<file path="src/rtl/io_pkg.sv">
// Shared definitions for the input interface: request-state enumeration,
// write-back data width and the default switch-bank width.
package io_pkg;

  localparam int DATA_WIDTH   = 32;
  localparam int SW_WIDTH_DEF = 16;

  typedef enum logic [1:0] {
    IDLE = 2'd0,
    WAIT = 2'd1,
    DONE = 2'd2
  } io_state_e;

endpackage

</file>
<file path="src/rtl/input_interface_if.sv">
// Handshake bundle between the CPU side / user I/O and input_interface.
//   InReq      : input-read instruction active
//   Switches   : raw switch bank
//   ConfirmBtn : raw confirm pushbutton
//   InData     : captured switches, zero-extended
//   InValid    : one-cycle strobe qualifying InData
//   Stall      : freezes PC / register write while high
//   Waiting    : LED, high while waiting for a press
// master drives requests and user inputs; slave is the input_interface block.
interface input_interface_if #(
  parameter int SW_WIDTH = io_pkg::SW_WIDTH_DEF
);
  import io_pkg::*;

  logic                  InReq;
  logic [SW_WIDTH-1:0]   Switches;
  logic                  ConfirmBtn;
  logic [DATA_WIDTH-1:0] InData;
  logic                  InValid;
  logic                  Stall;
  logic                  Waiting;

  modport master (
    output InReq, Switches, ConfirmBtn,
    input  InData, InValid, Stall, Waiting
  );

  modport slave (
    input  InReq, Switches, ConfirmBtn,
    output InData, InValid, Stall, Waiting
  );

endinterface

</file>
<file path="src/rtl/btn_debounce.sv">
// Confirm-button conditioning: two-flop synchronizer, optional debouncer and
// rising-edge detector producing a one-cycle Press event.
// Ports: Clk, Rst_n (async, active-low), BtnRaw (raw button), Press (event).
// Macro INPUT_DEBOUNCE_EN: when defined, the synchronized level must differ
// from the debounced level for DEBOUNCE_CYCLES consecutive cycles before the
// debounced level follows it. When undefined, the synchronized level is used
// directly and DEBOUNCE_CYCLES has no effect.
module btn_debounce #(
  parameter int DEBOUNCE_CYCLES = 50000
) (
  input  logic Clk,
  input  logic Rst_n,
  input  logic BtnRaw,
  output logic Press
);

  logic sync1_q, sync1_d;
  logic sync2_q, sync2_d;
  logic prev_q, prev_d;
  logic level;

  always_comb begin
    sync1_d = BtnRaw;
    sync2_d = sync1_q;
    prev_d  = level;
  end

  always_ff @(posedge Clk or negedge Rst_n) begin
    if (!Rst_n) begin
      sync1_q <= 1'b0;
      sync2_q <= 1'b0;
      prev_q  <= 1'b0;
    end else begin
      sync1_q <= sync1_d;
      sync2_q <= sync2_d;
      prev_q  <= prev_d;
    end
  end

`ifdef INPUT_DEBOUNCE_EN
  localparam int CNT_W = (DEBOUNCE_CYCLES > 1) ? $clog2(DEBOUNCE_CYCLES) : 1;

  logic             deb_q, deb_d;
  logic [CNT_W-1:0] cnt_q, cnt_d;

  // Counts consecutive mismatch cycles; any matching cycle restarts it.
  always_comb begin
    deb_d = deb_q;
    cnt_d = '0;
    if (sync2_q != deb_q) begin
      if (cnt_q == CNT_W'(DEBOUNCE_CYCLES - 1)) begin
        deb_d = ~deb_q;
      end else begin
        cnt_d = cnt_q + 1'b1;
      end
    end
  end

  always_ff @(posedge Clk or negedge Rst_n) begin
    if (!Rst_n) begin
      deb_q <= 1'b0;
      cnt_q <= '0;
    end else begin
      deb_q <= deb_d;
      cnt_q <= cnt_d;
    end
  end

  assign level = deb_q;
`else
  assign level = sync2_q;
`endif

  // Release produces no event.
  assign Press = level & ~prev_q;

endmodule

</file>
<file path="src/rtl/input_interface.sv">
// Input-read unit: stalls the processor on an input instruction until the
// user confirms with a fresh button press, then delivers the switch bank
// (zero-extended) with a one-cycle InValid strobe.
// Ports: Clk, Rst_n (async, active-low), io (input_interface_if.slave).
// Macro INPUT_DEBOUNCE_EN selects the debounced button path (see btn_debounce).
//
// state | meaning
// IDLE  | no request pending; InReq starts one
// WAIT  | request pending, waiting for a press; InReq low aborts
// DONE  | capture delivered, InValid high for this cycle only
module input_interface
  import io_pkg::*;
#(
  parameter int DEBOUNCE_CYCLES = 50000,
  parameter int SW_WIDTH        = SW_WIDTH_DEF
) (
  input logic             Clk,
  input logic             Rst_n,
  input_interface_if.slave io
);

  logic                  press;
  logic [SW_WIDTH-1:0]   sw;
  io_state_e             state_q, state_d;
  logic [DATA_WIDTH-1:0] in_data_q, in_data_d;
  logic                  in_valid_q, in_valid_d;
  logic                  waiting_q, waiting_d;

  btn_debounce #(
    .DEBOUNCE_CYCLES(DEBOUNCE_CYCLES)
  ) u_btn (
    .Clk    (Clk),
    .Rst_n  (Rst_n),
    .BtnRaw (io.ConfirmBtn),
    .Press  (press)
  );

  assign sw = io.Switches;

  always_comb begin
    state_d   = state_q;
    in_data_d = in_data_q;
    unique case (state_q)
      IDLE: if (io.InReq) state_d = WAIT;
      WAIT: begin
        // Abort wins over a coincident press.
        if (!io.InReq) begin
          state_d = IDLE;
        end else if (press) begin
          state_d   = DONE;
          in_data_d = DATA_WIDTH'(sw);
        end
      end
      DONE:    state_d = IDLE;
      default: state_d = IDLE;
    endcase
    in_valid_d = (state_d == DONE);
    waiting_d  = (state_d == WAIT);
  end

  always_ff @(posedge Clk or negedge Rst_n) begin
    if (!Rst_n) begin
      state_q    <= IDLE;
      in_data_q  <= '0;
      in_valid_q <= 1'b0;
      waiting_q  <= 1'b0;
    end else begin
      state_q    <= state_d;
      in_data_q  <= in_data_d;
      in_valid_q <= in_valid_d;
      waiting_q  <= waiting_d;
    end
  end

  assign io.Stall   = ((state_q == IDLE) && io.InReq) || (state_q == WAIT);
  assign io.InData  = in_data_q;
  assign io.InValid = in_valid_q;
  assign io.Waiting = waiting_q;

endmodule

</file>
<file path="src/flat_wrapper.sv">
// flat-port wrapper written by rule: the top's interface ports become plain ports
module input_interface_flat import io_pkg::*;
#(
  parameter int DEBOUNCE_CYCLES = 50000,
  parameter int SW_WIDTH        = SW_WIDTH_DEF
)
  (Clk, Rst_n, io_InReq, io_Switches, io_ConfirmBtn, io_InData, io_InValid, io_Stall, io_Waiting);
  input_interface_if #(.SW_WIDTH(SW_WIDTH)) io_i ();
  input logic Clk;
  input logic Rst_n;
  input wire logic [$bits(io_i.InReq)-1:0] io_InReq;
  input wire logic [$bits(io_i.Switches)-1:0] io_Switches;
  input wire logic [$bits(io_i.ConfirmBtn)-1:0] io_ConfirmBtn;
  output wire logic [$bits(io_i.InData)-1:0] io_InData;
  output wire logic [$bits(io_i.InValid)-1:0] io_InValid;
  output wire logic [$bits(io_i.Stall)-1:0] io_Stall;
  output wire logic [$bits(io_i.Waiting)-1:0] io_Waiting;
  assign io_i.InReq = io_InReq;
  assign io_i.Switches = io_Switches;
  assign io_i.ConfirmBtn = io_ConfirmBtn;
  assign io_InData = io_i.InData;
  assign io_InValid = io_i.InValid;
  assign io_Stall = io_i.Stall;
  assign io_Waiting = io_i.Waiting;
  input_interface #(.DEBOUNCE_CYCLES(DEBOUNCE_CYCLES), .SW_WIDTH(SW_WIDTH)) u_core (.Clk(Clk), .Rst_n(Rst_n), .io(io_i));
endmodule
</file>
<file path="config.mk">
export PLATFORM = sky130hd
export DESIGN_NAME = input_interface_flat
export DESIGN_NICKNAME = d
export VERILOG_FILES = /design/src/rtl/io_pkg.sv /design/src/rtl/input_interface_if.sv /design/src/rtl/btn_debounce.sv /design/src/rtl/input_interface.sv /design/src/flat_wrapper.sv
export SDC_FILE = /design/constraint.sdc
export NUM_CORES = 1
export LEC_CHECK = 0
export CORE_AREA = 3 3 56 58
export CTS_CLUSTER_DIAMETER = 200
export CTS_CLUSTER_SIZE = 20
export DETAILED_ROUTE_END_ITERATION = 6
export DIE_AREA = 0 0 59 61
export PLACE_DENSITY_LB_ADDON = 0.05
export SLEW_MARGIN = 20
export SYNTH_ARGS = -nofsm -noshare
export SYNTH_HDL_FRONTEND = slang
export SYNTH_HIERARCHICAL = 1
export SYNTH_SLANG_ARGS = --single-unit
</file>
<file path="constraint.sdc">
create_clock -name Clk -period 1.6 [get_ports Clk]
set_input_delay 0.16 -clock Clk [delete_from_list [all_inputs] [get_ports Clk]]
set_output_delay 0.16 -clock Clk [all_outputs]
set_load 0.03 [all_outputs]
</file>
==> results of run 1 <==
-- state kept, by name, summed over array words and instances (netlist names) --
signal	flops
u_core/u_btn/prev_q	1
u_core/io.InValid	1
u_core/u_btn/sync1_q	1
u_core/u_btn/level	1
u_core/state_q	2
u_core/io.Waiting	1
u_core/io.InData	16
-- synthesized netlist by cell type --
cell type and number:
dfrtp_1 23, buf_4 16, mux2_2 8, mux2_4 8, a21oi_1 2, inv_1 2, nor2_1 2, buf_6 1
conb_1 1, nand2b_1 1, nand4b_4 1, nor2b_4 1
-- through the flow --
step | instance area [sq um] | std cells | utilization | setup slack (ps)
floorplan | 1046 | 81 | - | 294.6
global placement | 1354 | 136 | 0.4995 | 142.6
detailed placement | 1354 | 136 | 0.4995 | 132.3
CTS | 1380 | 140 | 0.5092 | 50.40
global route | 1383 | 140 | 0.5102 | 17.47
finish | 1383 | 140 | 0.5102 | 79.73
-- layout make-up --
type / instances / area share
inverters: 2 / 0.005430
repair buffers: 41 / 0.2914
flip-flops and latches: 23 / 0.4163
clock buffers: 4 / 0.01900
well taps: 31 / 0.02805
multi-input cells: 39 / 0.2398
-- metal layers --
layer  global-route usage  vias up  share of wire
met4              0.06796        0          0.012
li1                     -      269              -
met2               0.1577       29           0.50
met3              0.04468        2           0.12
met1               0.1085      271           0.37
met5                    0        -              0
-- cells in the final DEF (no fill, tap or decap) --
| cell | n |
|---|---|
| a21oi_1 | 2 |
| buf_4 | 4 |
| clkbuf_1 | 1 |
| clkbuf_4 | 3 |
| clkdlybuf4s50_1 | 36 |
| conb_1 | 16 |
| dfrtp_1 | 23 |
| dlymetal6s2s_1 | 1 |
| inv_1 | 2 |
| mux2_2 | 8 |
| mux2_4 | 8 |
| nand2b_1 | 1 |
| nand4b_4 | 1 |
| nor2_1 | 2 |
| nor2b_4 | 1 |
-- worst min-delay path by stage --
stage	depth (start not counted)	slack, ps	to	start
detailed placement	0	340	u_core/u_btn/level$_DFF_PN0_	u_core/u_btn/sync1_q$_DFF_PN0_
CTS	2	190	u_core/io.InData[11]$_DFFE_PN0P_	Rst_n
finish	2	200	u_core/u_btn/level$_DFF_PN0_	Rst_n
floorplan	0	-140	u_core/io.InData[0]$_DFFE_PN0P_	Rst_n
global placement	0	340	u_core/u_btn/level$_DFF_PN0_	u_core/u_btn/sync1_q$_DFF_PN0_
global route	2	190	u_core/io.InData[15]$_DFFE_PN0P_	Rst_n
-- power breakdown --
group,leakage [nW],internal (mW),switching [mW]
Clock,0.0150,0.0970,0.157
Sequential,0.279,0.691,0.0557
Combinational,0.393,0.326,0.363
-- logic make-up (layout without fill, tap and decap cells) --
logic type / count (synthesis) / after routing
buffers and inverters: 19 / 47
DFF: 23 / 23
AOI/OAI and AO/OA: 2 / 2
other: 1 / 16
and+or+nand+nor: 5 / 5
muxes: 16 / 16
==> reports/metrics.cfg, run 1 <==
[status]
status=completed

[grt]
grt_pass1_wl_mm=2.559
overflow=0
grt_max_degree=24
grt_usage=0.1000
grt_antenna_before_repair=0
grt_pass1_vias=569

[layout]
seq_area_sq_um=575.6
area_growth_pct=39.70
drive_gt1_frac=0.2294
final_net_count=130
multi_input_area_sq_um=331.6
fill_cells=254
diodes=0

[critical_path]
r2r-start=u_core/u_btn/prev_q$_DFF_PN0_
r2r-end=u_core/io.InData[12]$_DFFE_PN0P_
timing.critical_path.buf_inv=1
crit_path_max_incr_delay_ps=680
critPathLaunch=u_core/io.InData[14]$_DFFE_PN0P_
arrival_ps=1360
cp_slowest_cell=clkdlybuf4s50_1
path_cells=clkdlybuf4s50_1
reg2reg_depth=4
required_ps=1440
end_kind=output pin
critPathMaxFanout=2
path_depth=1
crit_end=io_InData[14]
crit_family=buffers and inverters
ff2ff_setup_slack_ps=300
cp-start-kind=register
path_class=register to output pin

[timing]
setup-tns-final_ps=0
hold_viol_final=0
layout_min_cycle_time_ps=1520
slew_violations=0
period_share=0.9502
max_freq_ghz=0.6578
rsz0062_at_grt=false
skew_ps=5.175
hold_slack_ps=196.7
setup_viol=0

[route]
drc_errors=0
wl_mm=1.615
ant_nets=0
drt_iter0_drc=8
vias=571
vias_per_cell=4.079
dr.pass1.iters=2
wl_per_cell_microns=11.54

[floorplan]
die_width_microns=59
ios=55
initial_utilization=0.3652
fp.dieArea_sq_um=3599
rows=19
fp.coreArea_sq_um=2710
die_h_microns=61

[logic_synthesis]
yosys.area_share.simple=0.05183
synth_compound_area_frac=0.01011
synth_cell_types=12
ys_ff_latch=23
synth_area_sq_um=989.7
synthTopCellsByArea=dfrtp_1 58%, buf_4 12%, mux2_4 12%
synth_top_area_frac=0.5815
syn_avg_cell_area_sq_um=15.00
yosysWarnings=6
synth_fa_ha_area_frac=0
synthMuxAreaShare=0.2124
ys_seq_area_frac=0.5815
yosys.area.top_type=dfrtp_1
synth_top_family_by_area=multiplexers
synth-xor-area-share=0
synthCells=66

[clock_network]
clk-insertion-delay-late_ps=300
cts_root_buf=clkbuf_4
clk_pin_slew_ps=120
post_cts_buffers=0
cts_tree=built
htree_levels=1
cts_made_buffers=3
clock_path_buffers=2
cts.repair.resized=0
holdBufCountCts=0
cts_sinks=23

[power_and_ir_drop]
p_per_area_nw_per_um2=1222
leakage_nw=0.6870
p_total_mw=1.689
worst_ir_drop_vdd_mv=0.6930

[min_path]
hold_class=primary input to asynchronous set/reset pin

[run]
drv_cap=0

[placement]
dpl.hpwl_mm=1.237
io_buffers=38
place_congestion=0.6048

Power figures use the tool's default switching activity.
==> run 2, diff against run 1 <==
Settings changed: CORE_AREA 3 3 56 58 to 2 2 55 57, DIE_AREA 0 0 59 61 to 0 0 57 59, SKIP_LAST_GASP from default to 1.
==> reports/metrics.cfg, run 2 (synthesis gave the netlist of run 1 again) <==
[status]
status=completed

[route]
ant_nets=0  ; unchanged
wl_mm=1.528  ; -5.4%
vias_per_cell=4.064  ; -0.35%
wl_per_cell_microns=10.91  ; -5.4%
drc_errors=0  ; unchanged
vias=569  ; -0.35%
drt_iter0_drc=3  ; -5
dr.pass1.iters=3  ; +1

[clock_network]
cts_root_buf=clkbuf_4
cts_tree=built
htree_levels=1  ; unchanged
holdBufCountCts=0  ; unchanged
clock_path_buffers=2  ; unchanged
post_cts_buffers=0  ; unchanged
clk-insertion-delay-late_ps=310  ; about the same
cts_sinks=23  ; unchanged
clk_pin_slew_ps=130  ; about the same
cts_made_buffers=3  ; unchanged
cts.repair.resized=0  ; unchanged

[critical_path]
cp-start-kind=register
crit_path_max_incr_delay_ps=680  ; about the same
arrival_ps=1360  ; about the same
crit_family=buffers and inverters
required_ps=1440  ; about the same
path_class=register to output pin
path_cells=clkdlybuf4s50_1
end_kind=output pin
cp_slowest_cell=clkdlybuf4s50_1
critPathMaxFanout=2  ; unchanged
timing.critical_path.buf_inv=1  ; unchanged

[layout]
diodes=0  ; unchanged
drive_gt1_frac=0.2385  ; +0.009174
area_growth_pct=39.82  ; about the same
final_net_count=130  ; unchanged
final_cell_mix=37 x clkdlybuf4s50_1, 23 x dfrtp_1, 16 x conb_1
fin_area_sq_um=1384  ; about the same
largest_reg_flops=16  ; unchanged
final_util=0.5106  ; about the same
layout_commonest_cell=clkdlybuf4s50_1
fill_cells=249  ; -2.0%

[grt]
overflow=0  ; unchanged
grt_pass1_vias=590  ; +3.7%
grt_usage=0.1005  ; +0.0004226
grt_pass1_wl_mm=2.532  ; -1.1%
grt_max_degree=24  ; unchanged
grt_antenna_before_repair=0  ; unchanged

[floorplan]
rows=19  ; unchanged
ios=55  ; unchanged
fp.coreArea_sq_um=2710  ; unchanged
die_h_microns=59  ; -3.3%
fp.dieArea_sq_um=3363  ; -6.6%
die_width_microns=57  ; -3.4%
initial_utilization=0.3652  ; unchanged

[timing]
setup_viol=0  ; unchanged
rsz0062_at_grt=false
slew_violations=0  ; unchanged
hold_slack_ps=183.9  ; -12.73 ps
period_share=0.9517  ; +0.001575
setup-tns-final_ps=0  ; unchanged
skew_ps=10.56  ; +5.384 ps
max_freq_ghz=0.6567  ; -0.17%
layout_min_cycle_time_ps=1523  ; +2.520 ps
hold_viol_final=0  ; unchanged

[power_and_ir_drop]
leakage_nw=0.6753  ; -1.7%
p_total_mw=1.701  ; +0.69%
p_per_area_nw_per_um2=1229  ; +0.60%
worst_ir_drop_vdd_mv=0.6142  ; -11%

[min_path]
hold_class=primary input to asynchronous set/reset pin

[placement]
dpl.hpwl_mm=1.181  ; -4.5%
placed_cell_area_sq_um=1354  ; unchanged
io_buffers=38  ; unchanged
place_congestion=0.6586  ; +8.9%

[run]
drv_cap=0  ; unchanged

-- run 2: changes by cell type in the layout (fill, tap and decap cells not counted), sizes merged --
cell,delta
clkbuf,-1
clkdlybuf4s50,+1
clkinvlp,+1
dlymetal6s2s,-1
-- run 2: routing by layer --
layer / track usage / up-vias / routed length, microns
met2: 0.1527 / 34 / 644
met5: 0 / - / 0
met1: 0.1326 / 261 / 721
met3: 0.02838 / 2 / 149
li1: - / 272 / -
met4: 0.04983 / 0 / 13
-- run 2: stage by stage --
step                instances  setup WS, ps
finish                    140         77.21
global route              140        0.7189
CTS                       140         50.74
detailed placement        136         143.1
global placement          136         135.7
floorplan                  81         294.6
-- run 2: worst paths after layout --
kind | from | endpoint | slack [ps] | cells past startpoint
setup reg to reg | u_core/u_btn/prev_q$_DFF_PN0_ | u_core/io.InData[14]$_DFFE_PN0P_ | 300 | 4
hold reg to reg | u_core/u_btn/sync1_q$_DFF_PN0_ | u_core/u_btn/level$_DFF_PN0_ | 370 | 0
min in group Clk | io_ConfirmBtn | u_core/u_btn/sync1_q$_DFF_PN0_ | 280 | 1
max in group asynchronous | Rst_n | u_core/io.InData[10]$_DFFE_PN0P_ | 1180 | 2
hold / removal | Rst_n | u_core/u_btn/level$_DFF_PN0_ | 180 | 2
setup / recovery | u_core/io.InData[14]$_DFFE_PN0P_ | io_InData[14] | 80 | 1
-- run 2: cell type report --
class | instances | area (sq um) | share of cell area
clock inverter | 1 | 7.507 | 0.005425
tap | 31 | 38.79 | 0.02803
sequential | 23 | 575.6 | 0.4159
clock buffer | 3 | 22.52 | 0.01627
timing repair buffer | 41 | 400.4 | 0.2893
inverter | 2 | 7.507 | 0.005425
multi-input combinational | 39 | 331.6 | 0.2396
-- run 2: report_power, final --
| group | internal, mW | switching (mW) |
|---|---|---|
| clock | 0.0951 | 0.170 |
| combinational | 0.327 | 0.359 |
| sequential | 0.691 | 0.0592 |
==> RTL edit 1: new RTL, config.mk and constraints of run 1 <==
`SW_WIDTH_DEF`: 16 -> 14.
--- a/src/rtl/io_pkg.sv
+++ b/src/rtl/io_pkg.sv
@@ -5,3 +5,3 @@
   localparam int DATA_WIDTH   = 32;
-  localparam int SW_WIDTH_DEF = 16;
+  localparam int SW_WIDTH_DEF = 14;
 
Interface: changed (resized io_Switches); port bits go from 55 to 53. No check against the original RTL was run, so the function may have changed too.
==> RTL edit 1 against run 1 <==
  * Total power down 8.1%
  * Wire length down 3.5%
  * Worst hold slack worse by 0.0075 ns
  * Clock power down 2%
  * Sequential cell count down 2
  * First-iteration DRC count up 75%
  * Global-route usage down 0.82 points
  * Count of clock-buffer cells in the layout down 1
  * Design area down 7.7%
  * Synthesized area down 5.8%
  * Non-clock buffer count down 4
  * Utilization down 3.9 points
  * Setup slack better by 0.0031 ns
  * Critical path type unchanged
  * Critical endpoint is now io_InData[12]
==> RTL edit 1: results (changes against run 1) <==
fillers: 267  # was 254
grt_usage: 0.0918  # was 0.100
status: "completed"  # unchanged
drive_gt1_frac: 0.233  # was 0.229
portBuffers: 34  # was 38
worstHoldPathType: "in -> async"  # unchanged
synth_warnings: 6  # unchanged
critPathArrivalTime_ns: 1.36  # about the same
finalClockSkew_ns: 0.00695  # was 0.00517 ns
ctsHtreeMaxLevel: 1  # unchanged
largest_reg_flops: 14  # was 16
peakVddDrop_v: 0.000583  # was 0.000693 V
cp_max_fo: 2  # unchanged
synth_common_cells: "21 x dfrtp_1, 18 x buf_4, 8 x mux2_4"  # was 23 x dfrtp_1, 16 x buf_4, 8 x mux2_2, 8 x mux2_4
drt_iter0_drc: 14  # was 8
vias: 528  # was 571
gp_congestion: 0.678  # was 0.605
clk_path_buf_depth: 2  # unchanged
final_nets: 122  # was 130
post_drt_wl_per_cell_um: 11.6  # was 11.5 um
synth_cell_types: 12  # unchanged
grt_max_degree: 22  # was 24
finalHoldViolations: 0  # unchanged
cts_setup_buffers: 0  # unchanged
diodes: 0  # unchanged
synth_top_flop_cell: "dfrtp_1"  # unchanged
drt_first_pass_iters: 2  # unchanged
crit_slowest_cell: "clkdlybuf4s50_1"  # unchanged
dpl.hpwl_um: 1170  # was 1240 um
clock-root-buffer: "clkbuf_4"  # unchanged
synthArstFlopShare: 1.00  # unchanged
gr-total-overflow: 0  # unchanged
grt_antenna_before_repair: 0  # unchanged
path_clk_slew_ns: 0.12  # about the same
crit_path_max_incr_delay_ns: 0.68  # about the same
synth.area.top_cells: "dfrtp_1 56%, buf_4 14%, mux2_4 13%"  # was dfrtp_1 58%, buf_4 12%, mux2_4 12%
synth_seq_area_share: 0.564  # was 0.582
wl_met1_um: 598  # was 602 um
dr_wl_met3_um: 158  # was 190 um
dp_slack_ns: 0.132  # about the same
grt_pass1_wl_um: 2420  # was 2560 um
cts_buffers: 3  # unchanged
setup_viol: 0  # unchanged
dr_wl_met2_um: 793  # was 804 um
clock_latency_ns: 0.30  # about the same
power_leakage_uw: 0.000637  # was 0.000687 uW
[RTL edit 1: cell count changes after synthesis]
cell and delta:
mux2_2 -2, buf_4 +2, dfrtp_1 -2
[RTL edit 1: area by class of cell]
| type | count | share of cell area |
|---|---|---|
| Timing Repair Buffer | 37 | 0.282 |
| Tap cell | 31 | 0.0304 |
| Sequential cell | 21 | 0.412 |
| Clock inverter | 1 | 0.00392 |
| Clock buffer | 3 | 0.0176 |
| Multi-Input combinational cell | 39 | 0.248 |
| Inverter | 2 | 0.00588 |
[RTL edit 1: final timing paths]
kind | startpoint | to | slack, ns | cells after the start
min in group Clk | io_ConfirmBtn | u_core/u_btn/sync1_q | 0.29 | 1
worst min-delay path | Rst_n | u_core/state_q[0] | 0.19 | 2
max in group asynchronous | Rst_n | u_core/io.InData[8] | 1.19 | 2
worst min register to register | u_core/u_btn/sync1_q | u_core/u_btn/level | 0.36 | 0
worst max register to register | u_core/u_btn/prev_q | u_core/io.InData[9] | 0.31 | 4
worst max-delay path | u_core/io.InData[12] | io_InData[12] | 0.08 | 1
[RTL edit 1: through the flow]
| stage | total power, uW | instance area [um^2] | std cells | utilization | hold WS (ns) |
|---|---|---|---|---|---|
| CTS | 1580 | 1280 | 134 | 0.471 | 0.184 |
| global route | 1640 | 1280 | 134 | 0.471 | 0.194 |
| floorplan | 1090 | 996 | 81 | - | -0.136 |
| detailed placement | 1320 | 1250 | 130 | 0.461 | 0.335 |
| finish | 1550 | 1280 | 134 | 0.471 | 0.189 |
| global placement | 1320 | 1250 | 130 | 0.461 | 0.337 |
[RTL edit 1: power by group]
group	internal, uW	total [uW]	switching (uW)
clock network	93.1	248	155
logic	293	625	333
registers	628	679	51.4
[RTL edit 1: routing by layer]
layer,vias to the layer above,global-route usage
met3,2,0.0383
met5,-,0
met4,0,0.0485
met2,25,0.131
li1,249,-
met1,252,0.119
[RTL edit 1: logic make-up after synthesis]
family	count (synthesis)	synth area share
AOI/OAI and AO/OA	2	0.0107
and+or+nand+nor	5	0.0550
DFF	21	0.564
other	1	0.00402
buffers and inverters	21	0.165
muxes	14	0.201
==> RTL edit 2: new RTL, config.mk and constraints of run 1 <==
Without the edit above. Re-encode `io_state_e` (3 states) as one-hot, 3 bits wide.
--- a/src/rtl/io_pkg.sv
+++ b/src/rtl/io_pkg.sv
@@ -7,6 +7,6 @@
 
-  typedef enum logic [1:0] {
-    IDLE = 2'd0,
-    WAIT = 2'd1,
-    DONE = 2'd2
+  typedef enum logic [2:0] {
+    IDLE = 3'b001,
+    WAIT = 3'b010,
+    DONE = 3'b100
   } io_state_e;
Function: same outputs for any inputs over 10 cycles, from zero or initial values and one cycle with Rst_n low; not proved beyond that.
==> RTL edit 2 against run 1 <==
  * Sequential cell count rose by 1
  * Die area unchanged
  * Synthesized area increased by 6.6%
  * Maximum frequency down 0.61%
  * Utilization rose by 3.5 points
  * Via count is 8.8% higher
  * Sequential share of layout area shrank 0.87 points
  * Total power increased by 10%
  * Combinational power rose by 10%
  * Wire length grew 10%
  * Setup slack got worse by 0.0093 ns
  * Critical path depth unchanged
  * Design area rose by 6.8%
  * Register-to-register slack worse by 0.15 ns
==> RTL edit 2: results (changes against run 1) <==
status: "completed"  # unchanged
grt_antenna_before_repair: 0  # unchanged
critPathArrivalTime_ns: 1.37
largest_reg_flops: 16  # unchanged
clock-root-buffer: "clkbuf_4"  # unchanged
synth_seq_area_share: 0.571  # was 0.582
gp_congestion: 0.690  # was 0.605
path_clk_slew_ns: 0.12  # about the same
portBuffers: 38  # unchanged
diodes: 0  # unchanged
synth_compound_area_frac: 0.0237  # was 0.0101
peakVddDrop_v: 0.000879  # was 0.000693 V
worstHoldPathType: "in -> async"  # unchanged
clock_latency_ns: 0.31
crit_path_max_incr_delay_ns: 0.68  # about the same
synth.area.top_cells: "dfrtp_1 55%, buf_4 11%, mux2_4 11%"  # was dfrtp_1 58%, buf_4 12%, mux2_4 12%
drt_first_pass_iters: 2  # unchanged
p_sw_frac: 0.337  # was 0.341
synth_warnings: 6  # unchanged
fin_crit_sh: 0.956  # was 0.950
final_nets: 136  # was 130
placed_cell_area_mm2: 0.00140  # was 0.00135 mm^2
crit_family: "buffers and inverters"  # unchanged
drive_gt1_frac: 0.278  # was 0.229
grt_usage: 0.102  # was 0.100
synthArstFlopShare: 1.00  # unchanged
synth_cell_types: 15  # was 12
crit_slowest_cell: "clkdlybuf4s50_1"  # unchanged
post_drt_wl_per_cell_um: 12.2  # was 11.5 um
cts_buffers: 3  # unchanged
synth_xor_area_frac: 0  # unchanged
clk_path_buf_depth: 2  # unchanged
ctsHtreeMaxLevel: 1  # unchanged
first_global_vias: 598  # was 569
finalClockSkew_ns: 0.00399  # was 0.00517 ns
grt_pass1_wl_um: 2650  # was 2560 um
synthMuxAreaShare: 0.199  # was 0.212
grt_max_degree: 25  # was 24
cp_max_fo: 2  # unchanged
power_leakage_uw: 0.000745  # was 0.000687 uW
dp_slack_ns: -0.0423  # was 0.132 ns
drt_iter0_drc: 8  # unchanged
synth_common_cells: "23 x dfrtp_1, 16 x buf_4, 8 x mux2_2, 8 x mux2_4, 3 x nor2b_4"  # was 23 x dfrtp_1, 16 x buf_4, 8 x mux2_2, 8 x mux2_4
avgViaCountPerCell: 4.25  # was 4.08
[RTL edit 2: path summary, 6_finish.rpt]
| path | to | slack (ns) | from | cells past startpoint |
|---|---|---|---|---|
| setup reg to reg | u_core/io.InData[3] | 0.15 | u_core/state_q[0] | 4 |
| setup / recovery | io_InData[5] | 0.07 | u_core/io.InData[5] | 1 |
| hold / removal | u_core/io.Waiting | 0.18 | Rst_n | 2 |
| max in group asynchronous | u_core/state_q[0] | 1.14 | Rst_n | 2 |
| hold reg to reg | u_core/u_btn/level | 0.36 | u_core/u_btn/sync1_q | 0 |
| min in group Clk | u_core/u_btn/sync1_q | 0.29 | io_ConfirmBtn | 1 |
[RTL edit 2: stage by stage]
| stage | instances | total power [uW] | setup TNS (ns) |
|---|---|---|---|
| CTS | 143 | 1870 | 0 |
| finish | 146 | 1860 | 0 |
| global placement | 139 | 1530 | -0.0574 |
| floorplan | 86 | 1260 | 0 |
| global route | 146 | 1960 | 0 |
| detailed placement | 139 | 1540 | -0.485 |
[RTL edit 2: cell families after synthesis]
kind of cell	Yosys count
other cells	1
buf+inv	19
mux	16
flops	24
simple gates	7
compound gates	4
[RTL edit 2: cell type report]
class / instances / area (um^2)
multi-input combinational: 43 / 382
tap: 31 / 38.8
clock buffer: 4 / 36.3
inverter: 2 / 7.51
fill: 240 / 1230
timing repair buffer: 42 / 410
sequential: 24 / 602
[RTL edit 2: metal layers]
| metal | up-vias | routed length (um) | global-route usage |
|---|---|---|---|
| met5 | - | 0 | 0 |
| met4 | 0 | 16 | 0.0485 |
| met3 | 2 | 163 | 0.0383 |
| met2 | 30 | 852 | 0.155 |
| met1 | 301 | 744 | 0.130 |
| li1 | 288 | - | - |
[RTL edit 2: power by group through the flow]
stage / Sequential [uW] / Combinational, uW / Clock (uW)
floorplan: 1010 / 242 / 0
global placement: 803 / 731 / 0
detailed placement: 800 / 735 / 0
CTS: 794 / 741 / 334
global route: 808 / 796 / 354
finish: 791 / 759 / 312
[RTL edit 2: repair_timing]
action	4_1_cts	5_1_grt
hold buffers	0	0
resized for setup	2	2
setup endpoints to repair	1	2
gates cloned	0	0
buffers inserted	0	3
